<file path="src/rtl/lcd_mmio_ctrl_if.sv">
// LSU peripheral-bus bundle for lcd_mmio_ctrl: store/load strobes, byte offset, data.
interface lcd_mmio_ctrl_if;
    logic        i_wren;
    logic        i_rden;
    logic [3:0]  i_addr;
    logic [31:0] i_wdata;
    logic [31:0] o_rdata;

    modport master (output i_wren, output i_rden, output i_addr, output i_wdata, input o_rdata);
    modport slave  (input i_wren, input i_rden, input i_addr, input i_wdata, output o_rdata);
endinterface

</file>
<file path="src/rtl/lcd_mmio_ctrl.sv">
// Memory-mapped HD44780 character LCD controller: bus writes are queued and played out with LCD timing.
// Optional power-on init sequence is built only when LCD_INIT_EN is defined.
module lcd_mmio_ctrl #(
    parameter int FIFO_DEPTH    = 8,
    parameter int SETUP_CYC     = 2,
    parameter int EN_HIGH_CYC   = 12,
    parameter int HOLD_CYC      = 2,
    parameter int EXEC_CYC      = 2000,
    parameter int LONG_EXEC_CYC = 82000,
    parameter int POWERUP_CYC   = 750000
) (
    input  logic                  i_clk,
    input  logic                  i_reset,
    lcd_mmio_ctrl_if.slave        bus,
    output logic [7:0]            o_lcd_data,
    output logic                  o_lcd_rs,
    output logic                  o_lcd_rw,
    output logic                  o_lcd_en,
    output logic                  o_lcd_on,
    output logic [31:0]           o_io_lcd
);
    localparam int PTR_W = $clog2(FIFO_DEPTH);
    localparam logic [PTR_W:0] DEPTH_C = (PTR_W+1)'(FIFO_DEPTH);

`ifdef LCD_INIT_EN
    typedef enum logic [2:0] {
        ST_IDLE = 3'd0, ST_SETUP = 3'd1, ST_PULSE = 3'd2, ST_HOLD = 3'd3, ST_WAIT = 3'd4, ST_INIT_WAIT = 3'd5
    } state_t;
    localparam state_t RESET_ST = ST_INIT_WAIT;
`else
    typedef enum logic [2:0] {
        ST_IDLE = 3'd0, ST_SETUP = 3'd1, ST_PULSE = 3'd2, ST_HOLD = 3'd3, ST_WAIT = 3'd4
    } state_t;
    localparam state_t RESET_ST = ST_IDLE;
    localparam int unused_powerup = POWERUP_CYC;
`endif

    state_t             state_r, state_nx;
    logic [31:0]        cnt_r, limit_s;
    logic               done_s;
    logic [8:0]         fifo_mem_r [FIFO_DEPTH];
    logic [PTR_W-1:0]   wr_ptr_r, rd_ptr_r;
    logic [PTR_W:0]     count_r;
    logic [1:0]         sel_s;
    logic               push_req_s, push_s, pop_s, full_s, empty_s, busy_s, ctrl_wr_s;
    logic               load_s, is_long_s;
    logic [8:0]         load_val_s;
    logic               ovf_r, lcd_on_r, en_r, rs_r;
    logic [7:0]         data_r;
    logic [31:0]        status_s, rdata_s;
    logic               unused_bits_s;

    assign sel_s      = bus.i_addr[3:2];
    assign push_req_s = bus.i_wren && !sel_s[1];
    assign ctrl_wr_s  = bus.i_wren && (sel_s == 2'd3);
    assign full_s     = (count_r == DEPTH_C);
    assign empty_s    = (count_r == '0);
    // Fullness is judged before any same-cycle pop, so a push while full is always dropped.
    assign push_s     = push_req_s && !full_s;
    assign is_long_s  = !rs_r && (data_r == 8'h01 || data_r == 8'h02 || data_r == 8'h03);
    assign done_s     = (cnt_r == limit_s - 32'd1);
    assign unused_bits_s = ^{bus.i_addr[1:0], bus.i_wdata[31:8]};

`ifdef LCD_INIT_EN
    logic [2:0] init_idx_r;
    logic       init_pending_s;
    assign init_pending_s = (init_idx_r != 3'd4);
    assign busy_s = (state_r != ST_IDLE) || !empty_s || init_pending_s;

    function automatic logic [7:0] init_cmd(input logic [2:0] idx);
        case (idx)
            3'd0:    return 8'h38;
            3'd1:    return 8'h0C;
            3'd2:    return 8'h06;
            default: return 8'h01;
        endcase
    endfunction

    // Init command index advances each time IDLE issues one of the power-on commands.
    always_ff @(posedge i_clk or negedge i_reset) begin
        if (!i_reset) init_idx_r <= 3'd0;
        else if (state_r == ST_IDLE && init_pending_s) init_idx_r <= init_idx_r + 3'd1;
    end
`else
    assign busy_s = (state_r != ST_IDLE) || !empty_s;
`endif

    // Per-state dwell length; WAIT length depends on the latched entry.
    always_comb begin
        limit_s = 32'd1;
        case (state_r)
            ST_SETUP: limit_s = 32'(SETUP_CYC);
            ST_PULSE: limit_s = 32'(EN_HIGH_CYC);
            ST_HOLD:  limit_s = 32'(HOLD_CYC);
            ST_WAIT:  limit_s = is_long_s ? 32'(LONG_EXEC_CYC) : 32'(EXEC_CYC);
`ifdef LCD_INIT_EN
            ST_INIT_WAIT: limit_s = 32'(POWERUP_CYC);
`endif
            default:  limit_s = 32'd1;
        endcase
    end

    // Next-state logic and head-of-queue load.
    always_comb begin
        state_nx   = state_r;
        pop_s      = 1'b0;
        load_s     = 1'b0;
        load_val_s = 9'd0;
        case (state_r)
            ST_IDLE: begin
`ifdef LCD_INIT_EN
                if (init_pending_s) begin
                    load_s     = 1'b1;
                    load_val_s = {1'b0, init_cmd(init_idx_r)};
                    state_nx   = ST_SETUP;
                end else if (!empty_s) begin
`else
                if (!empty_s) begin
`endif
                    pop_s      = 1'b1;
                    load_s     = 1'b1;
                    load_val_s = fifo_mem_r[rd_ptr_r];
                    state_nx   = ST_SETUP;
                end else begin
                    state_nx   = ST_IDLE;
                end
            end
            ST_SETUP: if (done_s) state_nx = ST_PULSE; else state_nx = ST_SETUP;
            ST_PULSE: if (done_s) state_nx = ST_HOLD;  else state_nx = ST_PULSE;
            ST_HOLD:  if (done_s) state_nx = ST_WAIT;  else state_nx = ST_HOLD;
            ST_WAIT:  if (done_s) state_nx = ST_IDLE;  else state_nx = ST_WAIT;
`ifdef LCD_INIT_EN
            ST_INIT_WAIT: if (done_s) state_nx = ST_IDLE; else state_nx = ST_INIT_WAIT;
`endif
            default:  state_nx = ST_IDLE;
        endcase
    end

    // State register; the dwell counter restarts on every state change.
    always_ff @(posedge i_clk or negedge i_reset) begin
        if (!i_reset) begin
            state_r <= RESET_ST;
            cnt_r   <= 32'd0;
        end else begin
            state_r <= state_nx;
            cnt_r   <= (state_nx != state_r) ? 32'd0 : cnt_r + 32'd1;
        end
    end

    // Command/data FIFO storage, pointers and occupancy.
    always_ff @(posedge i_clk or negedge i_reset) begin
        if (!i_reset) begin
            for (int i = 0; i < FIFO_DEPTH; i++) fifo_mem_r[i] <= 9'd0;
            wr_ptr_r <= '0;
            rd_ptr_r <= '0;
            count_r  <= '0;
        end else begin
            if (push_s) begin
                fifo_mem_r[wr_ptr_r] <= {~sel_s[0], bus.i_wdata[7:0]};
                wr_ptr_r <= wr_ptr_r + PTR_W'(1);
            end
            if (pop_s) rd_ptr_r <= rd_ptr_r + PTR_W'(1);
            case ({push_s, pop_s})
                2'b10:   count_r <= count_r + (PTR_W+1)'(1);
                2'b01:   count_r <= count_r - (PTR_W+1)'(1);
                default: count_r <= count_r;
            endcase
        end
    end

    // Sticky overflow and CTRL power bit.
    always_ff @(posedge i_clk or negedge i_reset) begin
        if (!i_reset) begin
            ovf_r    <= 1'b0;
            lcd_on_r <= 1'b0;
        end else begin
            if (push_req_s && full_s) ovf_r <= 1'b1;
            else if (ctrl_wr_s && bus.i_wdata[1]) ovf_r <= 1'b0;
            if (ctrl_wr_s) lcd_on_r <= bus.i_wdata[0];
        end
    end

    // Pin latch: EN tracks the upcoming PULSE state; RS/DATA hold until the next load.
    always_ff @(posedge i_clk or negedge i_reset) begin
        if (!i_reset) begin
            en_r   <= 1'b0;
            rs_r   <= 1'b0;
            data_r <= 8'd0;
        end else begin
            en_r <= (state_nx == ST_PULSE);
            if (load_s) begin
                rs_r   <= load_val_s[8];
                data_r <= load_val_s[7:0];
            end
        end
    end

    // STATUS word assembly.
    always_comb begin
        status_s       = 32'd0;
        status_s[0]    = busy_s;
        status_s[1]    = full_s;
        status_s[2]    = empty_s;
        status_s[3]    = ovf_r;
        status_s[11:8] = 4'(count_r);
    end

    // Combinational read mux; DATA/CMD and idle reads return zero.
    always_comb begin
        rdata_s = 32'd0;
        if (bus.i_rden) begin
            case (sel_s)
                2'd2:    rdata_s = status_s;
                2'd3:    rdata_s = {31'd0, lcd_on_r};
                default: rdata_s = 32'd0;
            endcase
        end else begin
            rdata_s = 32'd0;
        end
    end

    assign bus.o_rdata = rdata_s;
    assign o_lcd_data  = data_r;
    assign o_lcd_rs    = rs_r;
    assign o_lcd_rw    = 1'b0;
    assign o_lcd_en    = en_r;
    assign o_lcd_on    = lcd_on_r;
    assign o_io_lcd    = {lcd_on_r, 20'd0, en_r, rs_r, 1'b0, data_r};
endmodule

</file>
<file path="src/flat_wrapper.sv">
// flat-port wrapper written by rule: the top's interface ports become plain ports
module lcd_mmio_ctrl_flat 
#(
    parameter int FIFO_DEPTH    = 8,
    parameter int SETUP_CYC     = 2,
    parameter int EN_HIGH_CYC   = 12,
    parameter int HOLD_CYC      = 2,
    parameter int EXEC_CYC      = 2000,
    parameter int LONG_EXEC_CYC = 82000,
    parameter int POWERUP_CYC   = 750000
)
  (i_clk, i_reset, o_lcd_data, o_lcd_rs, o_lcd_rw, o_lcd_en, o_lcd_on, o_io_lcd, bus_i_wren, bus_i_rden, bus_i_addr, bus_i_wdata, bus_o_rdata);
  lcd_mmio_ctrl_if bus_i ();
  input  logic i_clk;
  input  logic i_reset;
  output logic [7:0] o_lcd_data;
  output logic o_lcd_rs;
  output logic o_lcd_rw;
  output logic o_lcd_en;
  output logic o_lcd_on;
  output logic [31:0] o_io_lcd;
  input wire logic [$bits(bus_i.i_wren)-1:0] bus_i_wren;
  input wire logic [$bits(bus_i.i_rden)-1:0] bus_i_rden;
  input wire logic [$bits(bus_i.i_addr)-1:0] bus_i_addr;
  input wire logic [$bits(bus_i.i_wdata)-1:0] bus_i_wdata;
  output wire logic [$bits(bus_i.o_rdata)-1:0] bus_o_rdata;
  assign bus_i.i_wren = bus_i_wren;
  assign bus_i.i_rden = bus_i_rden;
  assign bus_i.i_addr = bus_i_addr;
  assign bus_i.i_wdata = bus_i_wdata;
  assign bus_o_rdata = bus_i.o_rdata;
  lcd_mmio_ctrl #(.FIFO_DEPTH(FIFO_DEPTH), .SETUP_CYC(SETUP_CYC), .EN_HIGH_CYC(EN_HIGH_CYC), .HOLD_CYC(HOLD_CYC), .EXEC_CYC(EXEC_CYC), .LONG_EXEC_CYC(LONG_EXEC_CYC), .POWERUP_CYC(POWERUP_CYC)) u_core (.i_clk(i_clk), .i_reset(i_reset), .bus(bus_i), .o_lcd_data(o_lcd_data), .o_lcd_rs(o_lcd_rs), .o_lcd_rw(o_lcd_rw), .o_lcd_en(o_lcd_en), .o_lcd_on(o_lcd_on), .o_io_lcd(o_io_lcd));
endmodule
</file>
<file path="config.mk">
export PLATFORM = sky130hd
export DESIGN_NAME = lcd_mmio_ctrl_flat
export DESIGN_NICKNAME = d
export VERILOG_FILES = /design/src/rtl/lcd_mmio_ctrl_if.sv /design/src/rtl/lcd_mmio_ctrl.sv /design/src/flat_wrapper.sv
export SDC_FILE = /design/constraint.sdc
export NUM_CORES = 1
export LEC_CHECK = 0
export CAP_MARGIN = 20
export CORE_ASPECT_RATIO = 1.1
export CORE_UTILIZATION = 54
export CTS_BUF_LIST = sky130_fd_sc_hd__clkbuf_16
export DETAILED_ROUTE_END_ITERATION = 10
export GPL_TIMING_DRIVEN = 0
export PLACE_DENSITY = 0.88
export SYNTH_ARGS = -nofsm -noshare
export SYNTH_HDL_FRONTEND = slang
export SYNTH_SLANG_ARGS = --single-unit
</file>
<file path="constraint.sdc">
create_clock -name i_clk -period 2.99 [get_ports i_clk]
set_input_delay 0.4485 -clock i_clk [delete_from_list [all_inputs] [get_ports i_clk]]
set_output_delay 0.4485 -clock i_clk [all_outputs]
set_load 0.01 [all_outputs]
</file>
==> results.py, run 1 <==
metrics = {
    "detailed_routing": {
        "drcViolationCount": 0,
        "drtPass1Iterations": 7,
        "drt.antenna.violating_nets": 0,
        "count_of_routing_violations_after_the_opening_detailed_route_iteration": 317,
        "vias_per_cell": 5.71,
        "finalWirelength_mm": 15.7,
        "route.detailed.wl_per_inst_um": 18.3,
        "dr_total_vias": 4889,
    },
    "worst_setup_path": {
        "path_max_fanout": 5,
        "cp_data_required_time_ns": 2.54,
        "start_kind": "flip-flop",
        "setup.worst_path.class": "reg -> out",
        "worstPathArrival_ns": 2.46,
        "end_kind": "primary output",
    },
    "power_and_ir_drop": {
        "power.switching_w": 0.00256,
        "share_clk_of_total_power": 0.272,
        "cell_internal_pwr_w": 0.00517,
        "power_frac_comb": 0.361,
        "power.ir.vdd_worst_uv": 637,
        "power_frac_seq": 0.367,
        "p_leak_nw": 3.63,
        "power.density_cell_area_mw_per_mm2": 936,
        "switching_share": 0.331,
    },
    "logic_synthesis": {
        "ys_seq_area_frac": 0.473,
        "synthFlopType": "sky130_fd_sc_hd__dfrtp_1",
        "top_cells_by_count_synth": "129 x sky130_fd_sc_hd__dfrtp_1, 66 x sky130_fd_sc_hd__mux2_2, 57 x sky130_fd_sc_hd__buf_4, 36 x sky130_fd_sc_hd__nand2_1, 32 x sky130_fd_sc_hd__a211oi_1",
        "synthesis.area_per_instance_um2": 11.8,
        "synth_seq_cells": 129,
        "synth_cells": 580,
        "synth_top_cell_area_share": 0.473,
        "synth_top_cells_by_area": "sky130_fd_sc_hd__dfrtp_1 47%, sky130_fd_sc_hd__mux2_2 11%, sky130_fd_sc_hd__buf_4 6.3%, sky130_fd_sc_hd__mux4_2 5.9%, sky130_fd_sc_hd__a211oi_1 3.5%",
        "synth_cell_type_count": 55,
        "netlist.top_cell.by_area": "sky130_fd_sc_hd__dfrtp_1",
        "yosysWarningCount": 0,
        "netlist_area_mm2": 0.00683,
        "synth.most_common_cell": "sky130_fd_sc_hd__dfrtp_1",
        "postSynth.asyncResetShare": 1.00,
        "synth-edff-count": 0,
    },
    "layout": {
        "finish.cell_count_without_fillers": 856,
        "layout-drive-gt1-share": 0.275,
        "multi_input_area_mm2": 0.00319,
        "antenna_cells_inserted": 0,
        "finish.instance_area_mm2": 0.00825,
        "fill_cells": 862,
        "fin_nets": 737,
        "seq_area_mm2": 0.00323,
        "layout-area-overhead-vs-synth_pct": 20.8,
    },
    "grt": {
        "grt_use_total": 0.259,
        "pin_count_of_the_biggest_net_entering_global_routing": 75,
        "global_route_wire_length_before_repair_mm": 25.4,
        "number_of_global_route_vias_before_repair": 5000,
        "antenna_violations_before_repair": 0,
        "grt.overflow.total": 0,
    },
    "timing": {
        "hold_ws_ns": -0.0177,
        "setup_violations": 0,
        "timing.clock.skew_ns": 0.00836,
        "finalCritPeriodShare": 0.971,
        "report.final.slew_viol_count": 0,
        "timing.slew.headroom": 0.320,
        "grt_setup_unrepaired": "no",
        "worst-slew-pin-transition_ns": 1.02,
        "final_count_of_hold_timing_violations": 9,
        "maxClockFrequency_mhz": 344,
        "final.min_clock_period_ns": 2.90,
        "finalWorstSetupSlack_ns": 0.0852,
    },
    "clock_tree": {
        "cts_hold_buffers": 0,
        "ctsRootBufferMaster": "sky130_fd_sc_hd__clkbuf_16",
        "cts_max_path_buffers": 2,
        "level_count_of_the_clock_h_tree": 4,
        "clock_sink_count": 129,
        "clock_pin_slew_reported_for_the_worst_setup_and_hold_paths_after_clock_tree_synthesis_ns": 0.06,
        "clk-insertion-delay-late_ns": 0.42,
        "tritoncts": "yes",
        "cts_inserted_buffers": 17,
    },
    "run_status": {
        "run_status": "finished with violations",
        "failed_checks": "negative hold slack",
    },
    "place": {
        "numPlacedInstances": 824,
        "port_buffers": 43,
        "place.detailed.hpwl_mm": 10.3,
        "worst_setup_timing_slack_at_the_placement_stage_ns": 0.0805,
        "placed_cell_area_mm2": 0.00765,
        "gp_congestion": 0.873,
    },
    "die": {
        "width_of_the_die_um": 109,
        "core_region_area_mm2": 0.0122,
        "floorplan.rows": 42,
        "floorplan.io_pins": 116,
        "die_area_mm2": 0.0131,
        "initial_core_util": 0.560,
        "die_height_um": 120,
    },
    "min_path": {
        "hold_path.class": "in -> async",
    },
    "flow_run": {
        "timing.max_cap.violations": 0,
    },
}
-- registers in the layout (all words and copies together) (netlist names) --
register           count
u_core.o_lcd_data      8
u_core.o_lcd_on        1
u_core.rd_ptr_r        3
u_core.o_lcd_en        1
u_core.wr_ptr_r        3
u_core.fifo_mem_r     72
u_core.count_r         4
u_core.o_lcd_rs        1
u_core.state_r         3
u_core.ovf_r           1
u_core.cnt_r          32
-- power groups by stage --
stage	sequential [W]	clock, W	combinational [W]
after global routing	0.00290	0.00218	0.00303
after global placement	0.00276	0	0.00258
after floorplan	0.00270	0	0.00199
after detailed placement	0.00282	0	0.00273
final	0.00283	0.00210	0.00279
after CTS	0.00282	0.00210	0.00279
-- layout by cell type, fill, tap and decap left out, types with 18 or more instances in the layout --
| cell | synthesis | final |
|---|---|---|
| sky130_fd_sc_hd__dfrtp_1 | 129 | 129 |
| sky130_fd_sc_hd__mux2_2 | 66 | 66 |
| sky130_fd_sc_hd__buf_4 | 57 | 57 |
| sky130_fd_sc_hd__conb_1 | 1 | 47 |
| sky130_fd_sc_hd__clkdlybuf4s50_1 | 0 | 42 |
| sky130_fd_sc_hd__nand2_1 | 36 | 36 |
| sky130_fd_sc_hd__a211oi_1 | 32 | 32 |
| sky130_fd_sc_hd__xor2_1 | 25 | 25 |
| sky130_fd_sc_hd__nand3_1 | 19 | 19 |
| sky130_fd_sc_hd__o21ai_0 | 18 | 18 |
| sky130_fd_sc_hd__mux4_2 | 18 | 18 |
-- worst max-delay path: stages, from the launching register on --
cell and delay [ns]:
sky130_fd_sc_hd__dfrtp_1 0.42, sky130_fd_sc_hd__or4_1 0.62, sky130_fd_sc_hd__nor3_2 0.28, sky130_fd_sc_hd__nor2_1 0.07, sky130_fd_sc_hd__a21oi_1 0.12, sky130_fd_sc_hd__nor2_1 0.05, sky130_fd_sc_hd__clkdlybuf4s50_1 0.47
-- layer usage --
metal | wire, µm | global-route usage | part of all wire | up-vias
li1 | - | - | - | 2210
met1 | 6180 | 0.301 | 0.39 | 2441
met2 | 8320 | 0.457 | 0.53 | 196
met3 | 772 | 0.0565 | 0.049 | 42
met4 | 423 | 0.103 | 0.027 | 0
met5 | 0 | 0 | 0 | -
-- worst paths after layout --
kind	endpoint	slack, ns	depth (start not counted)	from
min in group i_clk	u_core.fifo_mem_r[26]$_DFFE_PN0P_	0.49	2	u_core.fifo_mem_r[26]$_DFFE_PN0P_
hold reg to reg	u_core.fifo_mem_r[26]$_DFFE_PN0P_	0.49	2	u_core.fifo_mem_r[26]$_DFFE_PN0P_
setup reg to reg	u_core.cnt_r[24]$_DFF_PN0_	0.19	10	u_core.o_lcd_data[3]$_DFFE_PN0P_
hold / removal	u_core.cnt_r[3]$_DFF_PN0_	-0.02	1	i_reset
max in group asynchronous	u_core.fifo_mem_r[70]$_DFFE_PN0P_	2.26	2	i_reset
setup / recovery	bus_o_rdata[0]	0.09	6	u_core.count_r[0]$_DFFE_PN0P_
-- repair_timing --
item                       4_1_cts  5_1_grt
gates resized for setup          1        0
setup buffers                    0        0
setup endpoints to repair        1        0
-- through the flow --
stage / total power, W / setup TNS [ns] / util
2_1_floorplan: 0.00469 / 0 / -
3_3_place_gp: 0.00534 / -407.48 / 0.625
3_5_place_dp: 0.00555 / 0 / 0.628
4_1_cts: 0.00771 / 0 / 0.677
5_1_grt: 0.00811 / 0 / 0.677
6_report: 0.00772 / 0 / 0.677
-- final cells by class --
cell class / count / area share
buffer: 84 / 0.0654
clock buffer: 17 / 0.0516
clock inverter: 15 / 0.0202
inverter: 13 / 0.00592
multi-input combinational: 400 / 0.387
sequential: 129 / 0.391
tap: 154 / 0.0234
timing repair buffer: 44 / 0.0557
-- cells by family after synthesis --
kind of cell,after synthesis,synth area share
fa+ha+maj,8,0.0158
xor+xnor,38,0.0487
other cells,1,0.000549
buf+inv,97,0.0861
mux,100,0.192
flops,129,0.473
simple gates,138,0.112
compound gates,69,0.0726
No activity file was read; power rests on OpenSTA's default activity.
==> run 2: changes to the inputs <==
Settings changed: CAP_MARGIN 20 to unset.
==> results of run 2 <==
The final DEF is identical to that of run 1; final timing and power are the same.
